$ cat src/rtl/pipe_fft_pkg.sv
// Shared constants for the pipeFFT stage controllers.
// RD_LAT is the micro-RAM read latency (registered address plus registered data).
package pipe_fft_pkg;

  localparam int RD_LAT  = 2;
  localparam int OUT_LAT = RD_LAT + 1;

endpackage

$ cat src/rtl/pipe_fft_vld_pipe.sv
// Valid shift register with synchronous flush, reusable by any pipeFFT stage controller.
// Stage 0 captures in_vld; pre_vld is the next-to-last stage and out_vld is the last one.
module pipe_fft_vld_pipe #(
  parameter int DEPTH = 3
) (
  input  logic clk,
  input  logic nGrst,
  input  logic flush,
  input  logic in_vld,
  output logic pre_vld,
  output logic out_vld
);

  logic [DEPTH-1:0] stage_q;
  logic [DEPTH-1:0] stage_d;

  generate
    if (DEPTH < 2) begin : g_depth_chk
      $error("pipe_fft_vld_pipe: DEPTH must be at least 2");
    end
  endgenerate

  always_comb begin
    stage_d = {stage_q[DEPTH-2:0], in_vld};
    if (flush) stage_d = '0;
  end

  always_ff @(posedge clk or negedge nGrst) begin
    if (!nGrst) stage_q <= '0;
    else        stage_q <= stage_d;
  end

  assign pre_vld = stage_q[DEPTH-2];
  assign out_vld = stage_q[DEPTH-1];

endmodule

$ cat src/rtl/pipe_fft_dly_ctrl.sv
// Drives a registered-read dual-port micro-RAM as a delay line of DELAY accepted samples.
// The read pointer trails the write pointer by DELAY, so each sample re-emerges DELAY accepts later.
module pipe_fft_dly_ctrl
  import pipe_fft_pkg::*;
#(
  parameter int DW    = 66,
  parameter int AW    = 1,
  parameter int DELAY = 1
) (
  input  logic          clk,
  input  logic          nGrst,
  input  logic          clr,
  input  logic          inVld,
  input  logic [DW-1:0] inD,
  output logic [DW-1:0] wD,
  output logic [AW-1:0] wAddr,
  output logic          wEn,
  output logic [AW-1:0] rAddr,
  input  logic [DW-1:0] rD,
  output logic          outVld,
  output logic [DW-1:0] outD,
  output logic          primed
);

  localparam int            FW       = $clog2(DELAY + 1);
  localparam logic [AW-1:0] DLY_A    = AW'(DELAY);
  localparam logic [FW-1:0] FILL_MAX = FW'(DELAY);

  generate
    if (DELAY < 1 || DELAY >= (1 << AW)) begin : g_delay_chk
      $error("pipe_fft_dly_ctrl: DELAY must lie in 1..2**AW-1");
    end
  endgenerate

  logic [AW-1:0] wptr_q, wptr_d;
  logic [FW-1:0] fill_q, fill_d;
  logic [DW-1:0] hold_q, hold_d;
  logic          accept;
  logic          issue;
  logic          data_vld;
  logic          out_vld;

  // clr beats a simultaneous inVld: the sample is dropped and nothing is written.
  always_comb begin
    accept = inVld & ~clr;
    issue  = accept & primed;
    wptr_d = wptr_q;
    fill_d = fill_q;
    if (clr) begin
      wptr_d = '0;
      fill_d = '0;
    end else if (accept) begin
      wptr_d = wptr_q + AW'(1);
      if (fill_q != FILL_MAX) fill_d = fill_q + FW'(1);
    end
    hold_d = hold_q;
    if (data_vld && !clr) hold_d = rD;
  end

  always_ff @(posedge clk or negedge nGrst) begin
    if (!nGrst) begin
      wptr_q <= '0;
      fill_q <= '0;
      hold_q <= '0;
    end else begin
      wptr_q <= wptr_d;
      fill_q <= fill_d;
      hold_q <= hold_d;
    end
  end

  pipe_fft_vld_pipe #(
    .DEPTH (OUT_LAT)
  ) u_vld_pipe (
    .clk     (clk),
    .nGrst   (nGrst),
    .flush   (clr),
    .in_vld  (issue),
    .pre_vld (data_vld),
    .out_vld (out_vld)
  );

  assign wEn    = accept;
  assign wD     = inD;
  assign wAddr  = wptr_q;
  assign rAddr  = wptr_q - DLY_A;
  assign primed = (fill_q == FILL_MAX);
  assign outVld = out_vld;
  assign outD   = hold_q;

endmodule

$ cat config.mk
export PLATFORM = sky130hd
export DESIGN_NAME = pipe_fft_dly_ctrl
export DESIGN_NICKNAME = d
export VERILOG_FILES = /design/src/rtl/pipe_fft_pkg.sv /design/src/rtl/pipe_fft_vld_pipe.sv /design/src/rtl/pipe_fft_dly_ctrl.sv
export SDC_FILE = /design/constraint.sdc
export NUM_CORES = 1
export LEC_CHECK = 0
export BUFFER_PORTS_ARGS = -buffer_cell sky130_fd_sc_hd__buf_2
export CAP_MARGIN = 25
export CORE_ASPECT_RATIO = 2
export CORE_MARGIN = 5
export CORE_UTILIZATION = 35
export DETAILED_ROUTE_END_ITERATION = 12
export PLACE_DENSITY_LB_ADDON = 0.1
export SYNTH_ARGS = -nofsm -noshare
export SYNTH_HDL_FRONTEND = slang
export SYNTH_SLANG_ARGS = --single-unit
export TNS_END_PERCENT = 100
$ cat constraint.sdc
create_clock -name clk -period 1.52 [get_ports clk]
set_input_delay 0.456 -clock clk [delete_from_list [all_inputs] [get_ports clk]]
set_output_delay 0.456 -clock clk [all_outputs]
set_load 0.05 [all_outputs]
Word level (Yosys, flattened, before mapping)
Cells that the tools add are included.
{"block": "word_totals", "regBits": 71, "elab_cells": 19}
{"block": "op_classes", "addsub": 3, "mux": 6, "reduce_logical": 3, "bitwise_logic": 3}
{"operator": "$mux W1", "count": 5}
{"operator": "$mux W3", "count": 1}
{"operator": "$add A1 B1 Y1 const B", "count": 2}
{"operator": "$and A1 B1 Y1", "count": 2}
{"operator": "$reduce_bool A2 Y1", "count": 1}
{"operator": "$logic_and A1 B1 Y1", "count": 1}
{"operator": "$logic_not A1 Y1", "count": 1}
{"operator": "$not A1 Y1", "count": 1}
{"operator": "$sub A1 B1 Y1 const B", "count": 1}

Longest topological paths before layout
{"block": "depth", "ltp_word": 4, "mapped_depth": 4, "mapped_depth_nobuf": 2}

Cells and area by module
A second synthesis with hierarchy kept.
{"block": "unflattened", "hier_cells": 221, "hier_area_um2": 3310.7}
{"module": "pipe_fft_dly_ctrl", "area_each_um2": 3216.8, "n_inst": 1, "cells_per_inst": 215, "seq_area_each_um2": 1701.6}
{"module": "pipe_fft_vld_pipe", "area_each_um2": 93.8, "n_inst": 1, "cells_per_inst": 6, "seq_area_each_um2": 75.1}

Least setup slack after synthesis
OpenSTA, ideal clock, no wires.
{"block": "synth_path", "kind": "input -> output", "start": "input inVld", "end": "output wEn", "path_stages": 1, "t_arrival_ns": 1.183, "path_slack_ns": -0.119, "n_path_buf": 0, "cell_sequence": "nor2b_1"}
{"block": "synth_between", "elab_chain_len": 1}
{"element": "from (decl)", "line_no": "pipe_fft_dly_ctrl.sv:13", "source": "input logic inVld,"}
{"element": "$and A1 B1 Y1", "line_no": "pipe_fft_dly_ctrl.sv:45", "source": "accept = inVld & ~clr;"}
{"element": "to (decl)", "line_no": "pipe_fft_dly_ctrl.sv:17", "source": "output logic wEn,"}
No other way between the ends.

Worst setup path after layout
{"block": "layout_path", "start": "register wptr_q (netlist: wAddr)", "end": "output wAddr"}
{"element": "from (decl)", "line_no": "pipe_fft_dly_ctrl.sv:35", "source": "logic [AW-1:0] wptr_q, wptr_d;"}
{"element": "from (signal assigned)", "line_no": "pipe_fft_dly_ctrl.sv:66", "source": "wptr_q <= wptr_d;"}
{"element": "to (decl)", "line_no": "pipe_fft_dly_ctrl.sv:16", "source": "output logic [AW-1:0] wAddr,"}
No word-level cell between the ends.

==> reports/metrics.yaml <==
numPortBuffers: 140
syn-num-nets: 355
ff_latch_area_um2: 1780
synth_top_cell_by_area: "dfrtp_1"
hpwl_um: 5540
pre_cts_ws_ns: -0.0356
start_util_pct: 35.9
ant_nets: 0
holdCritPathClass: "primary input to asynchronous set/reset pin"
ys_ff_latch: 71
nFillCells: 855
dieHeight_um: 146
fin_ws_ns: 0.0601
antenna_cells: 0
netlist_instances: 219
p_per_area_nw_per_um2: 1870
drive_above_1_share_pct: 74.5
cts_sinks: 71
fin_crit_ns: 1.46
path_class: "register to primary output"
wl_um: 7540
hold_buffers: 0
period_share_pct: 96.0
cts_buffer_depth: 2
final_common_cell: "buf_2"
drv_slew: 0
clk_latency_ns: 0.32
num_io_pins: 273
cts_buffers: 9
core_um2: 9010
yosysUniqueCellTypes: 12
fin_nets: 437
p_leak_nw: 2.05
grt_usage_pct: 13.3
drt-initial-drc-count: 34
cts_root_buf: "clkbuf_16"
multi_input_area_um2: 907
slew-limit-headroom_pct: 74.4
avgSynthCellArea_um2: 14.8
ys_seq_area_share_pct: 54.9
status: "complete, no violations"
die_x_um: 78.0
tightest_slew_ns: 0.384
synth.area.top_cells: "dfrtp_1 (55%), buf_4 (15%), mux2_4 (13%), mux2_2 (13%), buf_6 (1.4%)"
stdcell_area_um2: 3920
drv_cap: 0
ys.warnings.count: 0
fp-row-count: 49
synth_area_um2: 3240
cp_slowest_cell: "dfrtp_1"
synthDominantCellAreaShare_pct: 54.9
htreeDepth: 3
path_buf_inv: 1
crit_fanout: 3
cp.required_ns: 1.06
die_area_um2: 11400
critical-path-max-stage-delay_ns: 0.39
setup_viol: 0
fmax_mhz: 685
viasPerCell: 4.64
wl_per_cell_um: 18.5
cts_tree: "done"
gr-total-overflow: 0
syn2layout_area_growth_pct: 21.2
rsz0062_at_grt: "no"
grt_pass1_vias: 2049
skew_ns: 0.00403
place_area_um2: 3590
grt_max_degree: 72
drc_errors: 0
detail_route.first_pass.iterations: 4
finalHoldViolations: 0
peakVddDrop_mv: 0.728
crit_path_start_kind: "register"
critical_path.top_delay_family: "flip-flops"
cp_cell_sequence: "buf_2"
grt_pass1_wl_um: 11300
worst_setup_path_end_kind: "primary output"
cp.arrival_ns: 1.00
layout_common_cells: "buf_2 (138), dfrtp_1 (71), mux2_2 (37)"
clk_pin_slew_ns: 0.06
gp_congestion: 0.679
antenna_found_initial: 0
num_vias: 1894
==> report_power, final <==
group	switching (mW)	total, mW	internal (mW)
Combinational	1.82	2.55	0.730
Clock	0.772	2.29	1.52
Sequential	0.190	2.48	2.29
Total	2.78	7.32	4.54
==> cell usage after synthesis <==
cell	number
nor2b_2	1
buf_2	3
and2_1	1
buf_4	66
mux2_2	37
nor2b_1	2
dfrtp_1	71
mux2_4	29
xnor2_1	1
buf_6	4
nor2_1	3
inv_1	1
==> path summary, 6_finish.rpt <==
| path | slack [ns] | endpoint | depth (start not counted) | startpoint |
|---|---|---|---|---|
| hold / removal | 0.14 | outD[5] | 2 | nGrst |
| min in group clk | 0.35 | outD[50] | 2 | rD[50] |
| setup / recovery | 0.06 | wAddr | 1 | wAddr |
| setup reg to reg | 0.22 | outD[60] | 3 | u_vld_pipe.stage_q[1] |
| hold reg to reg | 0.47 | u_vld_pipe.stage_q[1] | 1 | u_vld_pipe.stage_q[0] |
| max in group asynchronous | 1.08 | outD[19] | 2 | nGrst |
==> state kept, by name (all words and copies together) (netlist names) <==
name and cells:
primed 1, outD 66, u_vld_pipe.stage_q 3, wAddr 1
==> final cells by class <==
class | instances | share of cell area, %
tap | 102 | 3.25
clock inverter | 5 | 2.04
inverter | 1 | 0.0957
sequential | 71 | 45.3
clock buffer | 11 | 6.45
timing repair buffer | 144 | 19.7
multi-input combinational | 74 | 23.1
==> per-layer routing <==
layer | vias to the layer above | part of all wire, % | global-route usage, %
li1 | 824 | - | -
met1 | 891 | 32 | 12.6
met2 | 123 | 51 | 21.6
met3 | 56 | 9.6 | 4.96
met4 | 0 | 7.7 | 11.7
met5 | - | 0 | 0
==> what timing repair did <==
action,in CTS,in global routing
endpoints found under the setup margin,1,0
setup buffers,0,0
resized for setup,1,0
==> logic make-up (layout without fill, tap and decap cells) <==
| logic type | after synthesis | count (layout) | share of synthesized area, % |
|---|---|---|---|
| buf+inv | 74 | 161 | 17.3 |
| flops | 71 | 71 | 54.9 |
| xor+xnor | 1 | 1 | 0.271 |
| mux | 66 | 66 | 26.3 |
| simple gates | 7 | 7 | 1.20 |
==> through the flow <==
stage                     cells  util, %  hold WS [ns]  power, mW  setup TNS (ns)
after floorplan             219        -         0.160       4.87               0
after global placement      392     39.8         0.457       5.07          -0.332
after detailed placement    392     39.8         0.471       5.09          -0.461
after CTS                   408     43.5         0.143       7.43               0
after global routing        408     43.5         0.160       7.62               0
final                       408     43.5         0.136       7.32               0
(Power assumes the default switching activity.)
